### src/rtl/hd_transfer_controller.sv
// Block-transfer sequencer between the track/sector addressed hard drive and
// word-addressed main memory, in either direction, with address-overflow detection.
module hd_transfer_controller #(
    parameter int DATA_W            = 32,
    parameter int TRACK_W           = 7,
    parameter int SECTOR_W          = 14,
    parameter int SECTORS_PER_TRACK = 10,
    parameter int NUM_TRACKS        = 8,
    parameter int MEM_ADDR_W        = 10,
    parameter int LEN_W             = 10
) (
    input  logic                  clock,
    input  logic                  reset,
    input  logic                  start,
    input  logic                  direction,
    input  logic [TRACK_W-1:0]    start_track,
    input  logic [SECTOR_W-1:0]   start_sector,
    input  logic [MEM_ADDR_W-1:0] mem_base,
    input  logic [LEN_W-1:0]      length,
    output logic [TRACK_W-1:0]    track,
    output logic [SECTOR_W-1:0]   sector,
    output logic [DATA_W-1:0]     data_write,
    output logic                  flag_write_hd,
    input  logic [DATA_W-1:0]     output_hard_drive,
    output logic [MEM_ADDR_W-1:0] mem_addr,
    output logic [DATA_W-1:0]     mem_data_write,
    output logic                  mem_write_enable,
    input  logic [DATA_W-1:0]     mem_data_read,
    output logic                  busy,
    output logic                  done,
    output logic                  error
);

    typedef enum logic [2:0] {
        IDLE,
        LOAD,
        STORE_RD,
        STORE_WR,
        FINISH
    } state_t;

    localparam logic [SECTOR_W-1:0] LAST_SECTOR = SECTOR_W'(SECTORS_PER_TRACK - 1);
    localparam logic [TRACK_W-1:0]  LAST_TRACK  = TRACK_W'(NUM_TRACKS - 1);
    localparam logic [LEN_W-1:0]    ONE_WORD    = LEN_W'(1);

    state_t                  state, state_n;
    logic [TRACK_W-1:0]      track_n;
    logic [SECTOR_W-1:0]     sector_n;
    logic [MEM_ADDR_W-1:0]   mem_addr_n;
    logic [LEN_W-1:0]        count, count_n;
    logic                    error_n;

    logic                    step;
    logic                    last_sector;
    logic                    overflow;
    logic                    start_valid;
    logic [SECTOR_W-1:0]     sector_inc;
    logic [TRACK_W-1:0]      track_inc;

    assign last_sector = (sector == LAST_SECTOR);
    assign sector_inc  = last_sector ? '0 : sector + 1'b1;
    assign track_inc   = last_sector ? track + 1'b1 : track;
    // Stepping off the last sector of the last track is only fatal while words remain.
    assign overflow    = last_sector && (track == LAST_TRACK) && (count != ONE_WORD);
    assign start_valid = (32'(start_track) < 32'(NUM_TRACKS)) &&
                         (32'(start_sector) < 32'(SECTORS_PER_TRACK));

    // NOTE: every signal driven here gets a default first so no path can infer a latch.
    always_comb begin
        state_n          = state;
        track_n          = track;
        sector_n         = sector;
        mem_addr_n       = mem_addr;
        count_n          = count;
        error_n          = error;
        step             = 1'b0;
        busy             = 1'b0;
        done             = 1'b0;
        flag_write_hd    = 1'b0;
        mem_write_enable = 1'b0;
        data_write       = '0;
        mem_data_write   = '0;

        case (state)
            IDLE: begin
                if (start) begin
                    track_n    = start_track;
                    sector_n   = start_sector;
                    mem_addr_n = mem_base;
                    count_n    = length;
                    error_n    = !start_valid;
                    if (!start_valid || length == '0) begin
                        state_n = FINISH;
                    end else begin
                        state_n = direction ? STORE_RD : LOAD;
                    end
                end
            end
            LOAD: begin
                busy             = 1'b1;
                mem_write_enable = 1'b1;
                mem_data_write   = output_hard_drive;
                step             = 1'b1;
            end
            STORE_RD: begin
                busy    = 1'b1;
                state_n = STORE_WR;
            end
            STORE_WR: begin
                busy          = 1'b1;
                flag_write_hd = 1'b1;
                data_write    = mem_data_read;
                step          = 1'b1;
            end
            FINISH: begin
                done    = 1'b1;
                state_n = IDLE;
            end
            default: state_n = IDLE;
        endcase

        if (step) begin
            mem_addr_n = mem_addr + 1'b1;
            count_n    = count - 1'b1;
            if (count == ONE_WORD) begin
                state_n = FINISH;
            end else if (overflow) begin
                error_n = 1'b1;
                state_n = FINISH;
            end else begin
                state_n = (state == LOAD) ? LOAD : STORE_RD;
            end
            if (!overflow) begin
                track_n  = track_inc;
                sector_n = sector_inc;
            end
        end
    end

    // NOTE: registered state uses non-blocking assignments so all flops update together.
    always_ff @(posedge clock) begin
        if (reset) begin
            state    <= IDLE;
            track    <= '0;
            sector   <= '0;
            mem_addr <= '0;
            count    <= '0;
            error    <= 1'b0;
        end else begin
            state    <= state_n;
            track    <= track_n;
            sector   <= sector_n;
            mem_addr <= mem_addr_n;
            count    <= count_n;
            error    <= error_n;
        end
    end

endmodule

### config.mk
export PLATFORM = sky130hd
export DESIGN_NAME = hd_transfer_controller
export DESIGN_NICKNAME = d
export VERILOG_FILES = /design/src/rtl/hd_transfer_controller.sv
export SDC_FILE = /design/constraint.sdc
export NUM_CORES = 1
export LEC_CHECK = 0
export CAP_MARGIN = 20
export CORE_ASPECT_RATIO = 0.7
export CORE_MARGIN = 2
export CORE_UTILIZATION = 35
export DETAILED_ROUTE_END_ITERATION = 10
export PLACE_DENSITY = 0.79
export SETUP_SLACK_MARGIN = 0.2
export SLEW_MARGIN = 20
export SYNTH_ARGS = -nofsm -noshare
export SYNTH_HDL_FRONTEND = slang
export SYNTH_SLANG_ARGS = --single-unit
### constraint.sdc
create_clock -name clock -period 2.5 [get_ports clock]
set_input_delay 0.5 -clock clock [delete_from_list [all_inputs] [get_ports clock]]
set_output_delay 0.5 -clock clock [all_outputs]
set_load 0.02 [all_outputs]
==> impl_metrics.csv <==
group,metric,value,unit
sta,min_period,2.26,ns
power,p_int,1.57,mW
clocking,cts_tree,"built",
place,place.gp.congestion,0.927,
cells_and_area,final_cell_mix,"140 x clkdlybuf4s50_1, 54 x dlygate4sd2_1, 45 x dfxtp_1",
synth,ys_seq_elements,45,
synth,yosys_warnings,0,
synth,syn_nets,570,
run_status,status,"completed",
sta,fin_skew,0.00760,ns
synth,synth.distinct_cells,62,
setup_path,r2r_cells,7,
route,vias_per_cell,5.61,
route,drt-total-wl,14.1,mm
power,peakVddDrop,284,uV
synth,seq_area_frac_synth,0.269,
setup_path,slowest_delay,0.37,ns
global_routing,antenna_found_initial,0,
power,p_leak,2.71,nW
sta,max_freq,443,MHz
power,p_clk_frac,0.353,
clocking,htree_levels,2,
setup_path,crit_path_start_kind,"flop",
cells_and_area,n_fill_cell,793,
route,wire_per_inst,18.0,um
synth,synth_top_cell_by_area,"dfxtp_1",
floorplanning,core_area,9180,um2
clocking,cts_hold_buffers,0,
min_path,hold_depth,2,
clocking,path_clk_slew,0.07,ns
route,dr.pass1.iters,5,
route,drc,0,
sta,worst_pin_slew,0.592,ns
synth,syn_inst,455,
cells_and_area,antenna-diode-count,0,
cells_and_area,syn_to_final_growth,74.5,%
synth,netlist_area,3350,um2
place,dp_hpwl,10.4,mm
cells_and_area,final_area,5850,um2
sta,final-hold-violation-count,0,
setup_path,cp.required,2.00,ns
floorplanning,die_w,121,um
route,antenna_left,0,
cells_and_area,final-seq-area,901,um2
sta,fin_setup_tns,0,ns
power,p_per_area,375,nW/um2
power,power_frac_comb,0.267,
power,p_seq_frac,0.380,
clocking,clk_latency,0.29,ns
sta,finalMaxSlewViolations,0,
cells_and_area,multi_input_area,2290,um2
synth,synth_edf_count,0,
synth,ys.flop_type,"dfxtp_1",
power,p_total,2.19,mW
run,maxCapViolCount,0,
cells_and_area,final_common_cell,"clkdlybuf4s50_1",
clocking,post-cts-setup-buffer-count,0,
sta,setup_viol,0,
cells_and_area,layout-drive-gt1-share,0.0804,
global_routing,grt_usage,0.256,
floorplanning,rows,29,
synth,syn_avg_cell_area,7.37,um2
power,p_sw_frac,0.282,
global_routing,grt_overflow,0,
floorplanning,start_util,0.365,
setup_path,path_class,"flop to output port",
global_routing,grt_start_max_net_pins,50,
global_routing,grt_first_pass_wirelength,21.4,mm
min_path,hold_path_class,"flop to flop",
synth,synth_top_area_frac,0.269,
power,p_sw,619,uW
place,portBuffers,208,
place,place_area,5660,um2
setup_path,worstPathMaxFanout,26,
synth,postSynth.asyncResetShare,0,
clocking,numCtsBuffers,5,
synth,ys_top_cells_by_area,"dfxtp_1 27%, and3_1 7.5%, and2_1 6.9%, nor2_1 4.7%, nand2_1 3.4%",
clocking,clk_path_buf_depth,2,
cells_and_area,nets,773,
clocking,clockRootBuffer,"clkbuf_16",
floorplanning,die_y,85.9,um
sta,period_share,0.903,
floorplanning,die-area,10400,um2
global_routing,grt_pass1_vias,4047,
place,dpl.cell_count,774,
route,vias,4396,
sta,rsz0062_at_grt,"false",
floorplanning,ioPinCount,209,
setup_path,arrival,1.76,ns
cells_and_area,fin_cells,783,
setup_path,setup.worst_path.end_class,"output port",
setup_path,crit_slowest_cell,"dfxtp_1",
sta,relSlewSlack,0.605,
route,drt_iter0_drc,362,
setup_path,crit_chain,"nor2b_4, bufbuf_16, and3_1, dlygate4sd2_1",
clocking,clock_sink_count,45,
## routing by layer
layer / GRT usage / up-vias / routed length, um
met4: 0.0412 / 0 / 84
met2: 0.403 / 222 / 6620
li1: - / 2093 / -
met5: 0 / - / 0
met3: 0.0532 / 12 / 1170
met1: 0.366 / 2069 / 6210
## logic make-up (layout without fill, tap and decap cells)
family          Yosys count  count (layout)  share of synthesized area
compound gates          111             111                      0.231
xor+xnor                  4               4                     0.0105
fa+ha+maj                 6               6                     0.0224
buf+inv                  44             248                     0.0564
flops                    45              45                      0.269
mux                       4               4                     0.0131
simple gates            241             241                      0.398
## power by group through the flow
stage	logic [mW]	clock network, mW	registers (mW)
5_1_grt	0.627	0.817	0.841
2_1_floorplan	0.205	0	0.875
3_5_place_dp	0.576	0	0.846
4_1_cts	0.581	0.783	0.831
6_report	0.586	0.774	0.833
3_3_place_gp	0.563	0	0.843
## through the flow
stage                util  setup WS [ns]  hold WS, ns
floorplan               -          0.411        0.449
global placement    0.617          0.160        0.461
detailed placement  0.617         0.0350        0.472
CTS                 0.632          0.167        0.482
global route        0.637          0.202        0.523
finish              0.637          0.243        0.478
## path summary, 6_finish.rpt
kind,startpoint,endpoint,slack (ns)
worst max-delay path,state[0],data_write[4],0.24
worst min-delay path,count[8],count[8],0.48
worst max register to register,track[0],sector[12],0.42
worst min register to register,count[8],count[8],0.48
## state kept, by name, summed over array words and instances (netlist names)
register and count:
count 10, error 1, mem_addr 10, sector 14, state 3, track 7
## area by class of cell
cell class	instances	area share
multi-input combinational	366	0.392
clock inverter	3	0.00791
sequential	45	0.154
inverter	9	0.00578
timing repair buffer	231	0.392
clock buffer	5	0.0214
tap	124	0.0265
## worst max-delay path, delay by kind of cell, from the launching register on
kind / cells / cell delay (ns)
DFF: 1 / 0.37
and+or+nand+nor: 2 / 0.39
buffers and inverters: 2 / 0.71
## synthesized netlist by cell type (9+ instances only)
library cell  count
dfxtp_1          45
nand3_1          20
nand2_1          30
nor4_1           11
nand4_1          11
and3_1           40
o21ai_0          22
clkbuf_1         25
o22ai_1          10
nor2_1           42
inv_1             9
a21oi_1          22
and2_1           37
nor3_1           16
## repair_timing
action | CTS | global route
endpoints found under the setup margin | 68 | 17
resized for setup | 61 | 17
gates cloned | 1 | 0
pin swaps | 0 | 1
No activity file was read; power rests on OpenSTA's default activity.
